$ cat src/rtl/irq_timer_bank.sv
// irq_timer_bank: NUM_CH programmable periodic/one-shot interrupt timers, one irq bit per channel.
// Latency: register access acked one cycle after request; expiry on edge N shows on irq after edge N+1.
// Backpressure: cfg_valid is held until cfg_ready; at most one access every two cycles.
// Ports: clk/reset (sync, active-high); cfg_valid/cfg_ready/cfg_we/cfg_addr/cfg_wdata/cfg_rdata
// register port; eoi clears latched channels; irq drives bits [IRQ_BASE +: NUM_CH]; wdog_bite sticky.
// Optional watchdog counter on WDOG (0x02) is built only when IRQ_TIMER_WDOG_EN is defined.
module irq_timer_bank #(
   parameter int NUM_CH   = 2,
   parameter int CNT_W    = 16,
   parameter int IRQ_BASE = 4
) (
   input  logic        clk,
   input  logic        reset,
   input  logic        cfg_valid,
   output logic        cfg_ready,
   input  logic        cfg_we,
   input  logic [7:0]  cfg_addr,
   input  logic [31:0] cfg_wdata,
   output logic [31:0] cfg_rdata,
   input  logic [31:0] eoi,
   output logic [31:0] irq,
   output logic        wdog_bite
);

   logic              acc;
   logic              wr;
   logic [31:0]       cycle;
   logic [31:0]       rd_val;
   logic [31:0]       wdog_rd;
   logic [NUM_CH-1:0] en;
   logic [NUM_CH-1:0] oneshot;
   logic [NUM_CH-1:0] latch;
   logic [NUM_CH-1:0] pending;
   logic [NUM_CH-1:0] exp_pulse;   // expiry seen this edge, channel in pulse mode
   logic [NUM_CH-1:0] exp_set;     // expiry seen this edge, channel in latched mode
   logic [NUM_CH-1:0] irq_pulse;   // second stage of the pulse path
   logic [NUM_CH-1:0] expire;
   logic [NUM_CH-1:0] ctrl_wr;
   logic [NUM_CH-1:0] per_wr;
   logic [NUM_CH-1:0] pend_clr;
   logic [NUM_CH-1:0] irq_ch;
   logic [CNT_W-1:0]  cnt    [NUM_CH];
   logic [CNT_W-1:0]  period [NUM_CH];
   logic              unused_ok;

   // An access is taken only while no ack is outstanding, which spaces accesses two cycles apart.
   assign acc = cfg_valid & ~cfg_ready;
   assign wr  = acc & cfg_we;

   always_comb begin
      for (int i = 0; i < NUM_CH; i++) begin
         expire[i]  = en[i] && (cnt[i] == period[i]);
         ctrl_wr[i] = wr && (cfg_addr == 8'(16 + 2 * i));
         per_wr[i]  = wr && (cfg_addr == 8'(17 + 2 * i));
      end
   end

   assign pend_clr = eoi[IRQ_BASE +: NUM_CH] |
                     ((wr && (cfg_addr == 8'h00)) ? cfg_wdata[NUM_CH-1:0] : '0);

   always_comb begin
      rd_val = 32'd0;
      if (cfg_addr == 8'h00)      rd_val = 32'(pending);
      else if (cfg_addr == 8'h01) rd_val = cycle;
      else if (cfg_addr == 8'h02) rd_val = wdog_rd;
      for (int i = 0; i < NUM_CH; i++) begin
         if (cfg_addr == 8'(16 + 2 * i)) rd_val = {29'd0, latch[i], oneshot[i], en[i]};
         if (cfg_addr == 8'(17 + 2 * i)) rd_val = 32'(period[i]);
      end
   end

   always_ff @(posedge clk) begin
      if (reset) begin
         cfg_ready <= 1'b0;
         cfg_rdata <= 32'd0;
         cycle     <= 32'd0;
         en        <= '0;
         oneshot   <= '0;
         latch     <= '0;
         pending   <= '0;
         exp_pulse <= '0;
         exp_set   <= '0;
         irq_pulse <= '0;
         for (int i = 0; i < NUM_CH; i++) begin
            cnt[i]    <= '0;
            period[i] <= '1;
         end
      end else begin
         cfg_ready <= acc;
         cfg_rdata <= acc ? rd_val : 32'd0;
         cycle     <= cycle + 32'd1;
         exp_pulse <= expire & ~latch;
         exp_set   <= expire & latch;
         irq_pulse <= exp_pulse;
         for (int i = 0; i < NUM_CH; i++) begin
            if (ctrl_wr[i]) begin
               en[i]      <= cfg_wdata[0];
               oneshot[i] <= cfg_wdata[1];
               latch[i]   <= cfg_wdata[2];
            end else if (expire[i] && oneshot[i]) begin
               en[i] <= 1'b0;
            end
            // Counter restarts on any reprogramming, on expiry, and sits at 0 while disabled.
            if (ctrl_wr[i] || per_wr[i] || expire[i] || !en[i])
               cnt[i] <= '0;
            else
               cnt[i] <= cnt[i] + CNT_W'(1);
            if (per_wr[i])
               period[i] <= cfg_wdata[CNT_W-1:0];
            // Dropping LATCH wipes the pending bit; otherwise a registered expiry beats a clear.
            // exp_set is re-qualified by latch so an expiry racing a LATCH-clearing write is dropped.
            if (ctrl_wr[i] && !cfg_wdata[2])
               pending[i] <= 1'b0;
            else
               pending[i] <= (pending[i] & ~pend_clr[i]) | (exp_set[i] & latch[i]);
         end
      end
   end

   assign irq_ch = irq_pulse | pending;
   assign irq    = 32'(irq_ch) << IRQ_BASE;

`ifdef IRQ_TIMER_WDOG_EN
   logic [31:0] wdog;
   logic        wdog_wr;

   assign wdog_wr = wr && (cfg_addr == 8'h02);

   // A write on the same edge as the 1->0 step reloads the counter and suppresses the bite.
   always_ff @(posedge clk) begin
      if (reset) begin
         wdog      <= 32'd0;
         wdog_bite <= 1'b0;
      end else if (wdog_wr) begin
         wdog <= cfg_wdata;
      end else if (wdog != 32'd0) begin
         wdog <= wdog - 32'd1;
         if (wdog == 32'd1) wdog_bite <= 1'b1;
      end
   end

   assign wdog_rd = wdog;
`else
   assign wdog_rd   = 32'd0;
   assign wdog_bite = 1'b0;
`endif

   // Write-data and eoi bits outside the mapped fields are intentionally ignored.
   assign unused_ok = ^{cfg_wdata, eoi};

endmodule

$ cat config.mk
export PLATFORM = sky130hd
export DESIGN_NAME = irq_timer_bank
export DESIGN_NICKNAME = d
export VERILOG_FILES = /design/src/rtl/irq_timer_bank.sv
export SDC_FILE = /design/constraint.sdc
export NUM_CORES = 1
export LEC_CHECK = 0
export CAP_MARGIN = 20
export CORE_MARGIN = 2
export CORE_UTILIZATION = 23
export DETAILED_ROUTE_END_ITERATION = 10
export SKIP_CTS_REPAIR_TIMING = 1
export SLEW_MARGIN = 20
export SYNTH_ARGS = -nofsm -noshare
export SYNTH_HDL_FRONTEND = slang
export SYNTH_SLANG_ARGS = --single-unit
$ cat constraint.sdc
create_clock -name clk -period 3.8 [get_ports clk]
set_input_delay 0.76 -clock clk [delete_from_list [all_inputs] [get_ports clk]]
set_output_delay 0.76 -clock clk [all_outputs]
set_load 0.01 [all_outputs]
# Word-level counts from Yosys, hierarchy flattened

Memories as Yosys holds them, arrays and structs flattened.
Index checks and enable logic that the tools add are counted.

Bits in registers: 79
Output and inout bits: 66
Input port bits: 76
Bits in writable memories: 64
Word-level logic and storage cells: 115
Memories kept: 2

Bitwise gates (word level): 24
$add $sub $neg: 3
Reduce and logical (&&, ||, !) cells: 27
Equality and inequality tests: 7
Multiplexer cells: 37

Memory list:

| memory | words | width | rd ports | clocked after memory_dff | write ports | line | source |
|---|---|---|---|---|---|---|---|
| cnt    | 2     | 16    | 2        | 0                        | 2           | 42   | `logic [CNT_W-1:0] cnt [NUM_CH];` |
| period | 2     | 16    | 2        | 0                        | 2           | 43   | `logic [CNT_W-1:0] period [NUM_CH];` |

Operators by type and width:

| cell                                                            | count |
|---|---|
| 16-bit 2-to-1 mux                                               | 12 |
| 16-bit by 1-bit adder with 16-bit output, second input constant | 2 |
| 32-bit by 1-bit adder with 32-bit output, second input constant | 1 |
| 16-bit == test                                                  | 2 |
| 8-bit by 5-bit == test with 1-bit output, second input constant | 4 |
| 1-bit 2-to-1 mux                                                | 24 |
| 1-bit logical AND                                               | 11 |
| 8-bit by 1-bit == test with 1-bit output, second input constant | 1 |
| 8-bit logical NOT                                               | 1 |
| 1-bit bitwise OR                                                | 8 |
| 8-bit OR reduction                                              | 1 |
| 1-bit AND                                                       | 6 |
| 1-bit logical OR                                                | 6 |
| 2-bit OR reduction                                              | 3 |
| 1-bit inverter                                                  | 5 |
| 2-bit AND                                                       | 2 |
| 2-bit bitwise OR                                                | 2 |
| 2-bit nonzero test                                              | 2 |
| 1-bit logical NOT                                               | 3 |
| 2-bit 2-to-1 mux                                                | 1 |
| 2-bit inverter                                                  | 1 |

# Longest topological paths before layout

Word-level depth: 12
Gate-level depth with buffers: 7
Depth with buffers taken out: 5

# Worst setup path before layout

No wires, ideal clock.

Path type: input-to-reg
Start point: in cfg_addr[7]
End point: mem period[0][0] (enable)
Buffers on the path: 1
Arrival time: 2.528 ns
Slack: 0.880 ns
Cell stages on the path: 5
Library setup time: 0.392 ns
Required time: 3.408 ns
Cell sequence: or4b_1 > buf_4 > nor2_4 > nand2_1 > o21bai_1

RTL lines:

| item            | line | source |
|---|---|---|
| start, declared | 17   | `input logic [7:0] cfg_addr,` |
| end, declared   | 43   |  |

==> out/metrics.cfg <==
[floorplan]
die_area_sq_um = 31300
rows = 63
fp.coreArea_sq_um = 29600
io_pins = 142
start_util_pct = 23.3
die_h_microns = 177
fp.dieW_microns = 177

[global_route]
grt.total_usage_pct = 10.7
grt_first_pass_wirelength_microns = 25900
antenna_found_initial = 0
overflow = 0
grt_max_degree = 54
grt_pass1_vias = 4679

[finish]
fin_nets = 831
multiInputGateArea_sq_um = 3170
layout-drive-gt1-share_pct = 9.80
diodes = 0
regArea_sq_um = 3500
fillers = 3101
area_growth_pct = 24.2
final_core_util_pct = 28.9

[clock_tree]
clockBufferDepth = 2
root_buffer = clkbuf_16
clkSlewWorstSetupHoldPaths_ns = 0.06
htree_num_levels = 4
clock_sinks = 143
clock_latency_ns = 0.42
cts_tree = yes
cts_buffers = 17

[sta]
skew_ns = 0.00821
fmax_mhz = 344
max_slew_margin_pct = 48.2
post-route-min-period_ns = 2.91
fin_crit_sh_pct = 76.6
setup_tns_ns = 0
final_hold_viol_count = 0
setup_viol = 0
drv_slew = 0
grt_setup_unrepaired = no
max_slew.worst_pin.slew_ns = 0.778

[setup_path]
reg2reg_setup_slack_ns = 1.42
path_class = input port to register
required_ns = 3.96
critPathArrivalTime_ns = 3.07
critical_path.cell_chain = clkdlybuf4s50_1 -> or4b_1 -> nor2_4 -> nand4b_2 -> or2_2
worstRegToRegCells = 4
cp_num_buf_inv = 1
cp-start-kind = input port
rr_endpoint = cycle[25]
rr_startpoint = cycle[2]
crit_family = simple AND/OR/NAND/NOR gates
cp_slowest_stage_delay_ns = 0.84
cpMaxStageDelayCell = or4b_1
crit_fanout = 16
setup.worst_path.end_class = register

[yosys]
async_flop_share_pct = 0
avgSynthCellArea_sq_um = 10.3
yosys.area_share.simple_pct = 20.3
synth_mux_area_share_pct = 2.23
synthAdderAreaFrac_pct = 0.545
synth_seq_cells = 143
ys_seq_area_share_pct = 50.9
synth_compound_area_share_pct = 10.6
ys.flop_type = dfxtp_1
synth-xor-area-share_pct = 8.77
synth_cell_types = 57
synth_edf_count = 64
synth_top_family_by_area = simple AND/OR/NAND/NOR gates
synthesis.area_sq_um = 6890
synth_cells = 666
ys_warn_count = 0

[route]
routed_wl_microns = 16800
drtIter0Drc = 458
dr_total_vias = 5053
wl_per_cell_microns = 14.5
drtAntennaViolNets = 0
via_per_inst = 4.37
drc = 0
dr.pass1.iters = 8

[job]
maxCapViolations = 0

[placement]
dp_hpwl_microns = 12300
place.gp.congestion = 0.848
port_buffers = 64

[min_path]
hold_depth = 1
min_to = irq_pulse[0]
min_from = exp_pulse[0]
min_path_type = register to register

[power]
cellPowerDensity_nw_per_um2 = 409
max-vdd-ir-drop_mv = 0.256
p_leak_nw = 2.76

[status]
status = finished, final reports clean

[per-stage QoR]
stage                     power, mW  hold slack, ns  area [sq um]  instances  setup WS, ns
after floorplan                1.79           0.414          7120        727         0.880
after global placement         1.83           0.416          7950       1123         0.487
after detailed placement       1.83           0.424          7950       1123         0.438
after CTS                      3.54           0.438          8560       1155         0.846
after global routing           3.63           0.463          8560       1155         0.773
final                          3.50           0.436          8560       1155         0.891
[state kept, by name (all words and copies together) (netlist names)]
signal,count
oneshot,2
cnt,32
cfg_ready,1
exp_set,2
period,32
latch,2
cycle,32
irq_pulse,2
en,2
cfg_rdata,32
pending,2
exp_pulse,2
[how the worst max path moves through the flow]
stage          slack (ns)  cells past startpoint        start             to
3_3_place_gp         0.49                      5  cfg_addr[7]  period[0][18]
3_5_place_dp         0.44                      5  cfg_addr[7]   period[0][6]
2_1_floorplan        0.88                      5  cfg_addr[7]   period[0][0]
5_1_grt              0.77                      5  cfg_addr[7]  period[0][22]
4_1_cts              0.85                      5  cfg_addr[7]   period[0][6]
6_report             0.89                      5  cfg_addr[7]   period[0][6]
[power breakdown]
| part | switching, mW | internal (mW) | total, mW | leakage, nW |
|---|---|---|---|---|
| Combinational | 0.0852 | 0.0639 | 0.149 | 1.27 |
| Clock | 0.687 | 1.01 | 1.70 | 0.277 |
| Sequential | 0.0286 | 1.62 | 1.65 | 1.21 |
| Total | 0.801 | 2.70 | 3.50 | 2.76 |
[cell usage after synthesis (3+ instances only)]
library cell  count  area share (%)
a211oi_1         33             3.6
a21oi_1          22             1.6
a222oi_1          5            0.73
a22oi_1           4            0.44
and2_1           19             1.7
and3_1            6            0.55
and4_1            5            0.64
buf_1             3            0.16
buf_2             4            0.29
buf_4            32             3.5
clkbuf_1         31             1.7
dfxtp_1          79              23
edfxtp_1         64              28
ha_1              3            0.55
inv_1            18            0.98
mux2_2            3            0.49
mux2i_1          12             1.7
nand2_1          37             2.0
nand2b_1          4            0.36
nand3_1          20             1.5
nand4_1          22             2.0
nor2_1           33             1.8
nor2b_1           8            0.73
nor3_1           12            0.87
nor4_1           15             1.4
o211ai_1          3            0.33
o21ai_0          17             1.2
o31ai_1          11             1.2
or2_2            16             1.5
or3_1            10            0.91
or3b_2            3            0.38
or4_1            12             1.3
xnor2_1          48             6.1
xor2_1           21             2.7
[area by class of cell]
class / instances / area share, %
Multi-Input combinational cell: 496 / 37.0
Sequential cell: 143 / 40.9
Clock buffer: 18 / 5.26
Timing Repair Buffer: 76 / 8.48
Inverter: 18 / 0.790
Clock inverter: 14 / 1.81
Tap cell: 390 / 5.70
[routing by layer]
| layer | global-route usage, % | part of all wire, % | routed length (microns) | vias up |
|---|---|---|---|---|
| li1 | - | - | - | 2508 |
| met1 | 13.9 | 46 | 7690 | 2393 |
| met2 | 17.7 | 48 | 8010 | 138 |
| met3 | 2.90 | 5.4 | 906 | 14 |
| met4 | 2.82 | 0.98 | 164 | 0 |
| met5 | 0 | 0 | 0 | - |
[kinds of logic after synthesis]
logic type | Yosys count
AOI/OAI and AO/OA | 105
xor gates and xnor gates | 69
adders and majority gates | 3
buffers and inverters | 88
DFF | 143
muxes | 15
other | 2
and+or+nand+nor | 241
[cells in the final DEF, fill, tap and decap left out, types with 4 or more instances in the layout]
| master | Yosys | final |
|---|---|---|
| clkbuf_16 | 0 | 18 |
| nor4_1 | 15 | 15 |
| nor3_1 | 12 | 12 |
| o21ai_0 | 17 | 17 |
| a211oi_1 | 33 | 33 |
| inv_1 | 18 | 18 |
| buf_4 | 32 | 12 |
| xnor2_1 | 48 | 48 |
| dfxtp_1 | 79 | 79 |
| clkdlybuf4s50_1 | 0 | 63 |
| nand3_1 | 20 | 20 |
| nor2_1 | 33 | 33 |
| or3_1 | 10 | 10 |
| a21oi_1 | 22 | 22 |
| and4_1 | 5 | 5 |
| and3_1 | 6 | 6 |
| or2_2 | 16 | 16 |
| nand2b_1 | 4 | 4 |
| or4_1 | 12 | 12 |
| nand4_1 | 22 | 22 |
| and2_1 | 19 | 19 |
| nand2_1 | 37 | 37 |
| conb_1 | 2 | 63 |
| mux2i_1 | 12 | 12 |
| clkinvlp_4 | 0 | 6 |
| a222oi_1 | 5 | 5 |
| nor2b_1 | 8 | 8 |
| xor2_1 | 21 | 21 |
| edfxtp_1 | 64 | 64 |
| o31ai_1 | 11 | 11 |
| a22oi_1 | 4 | 4 |
Power figures use the tool's default switching activity.
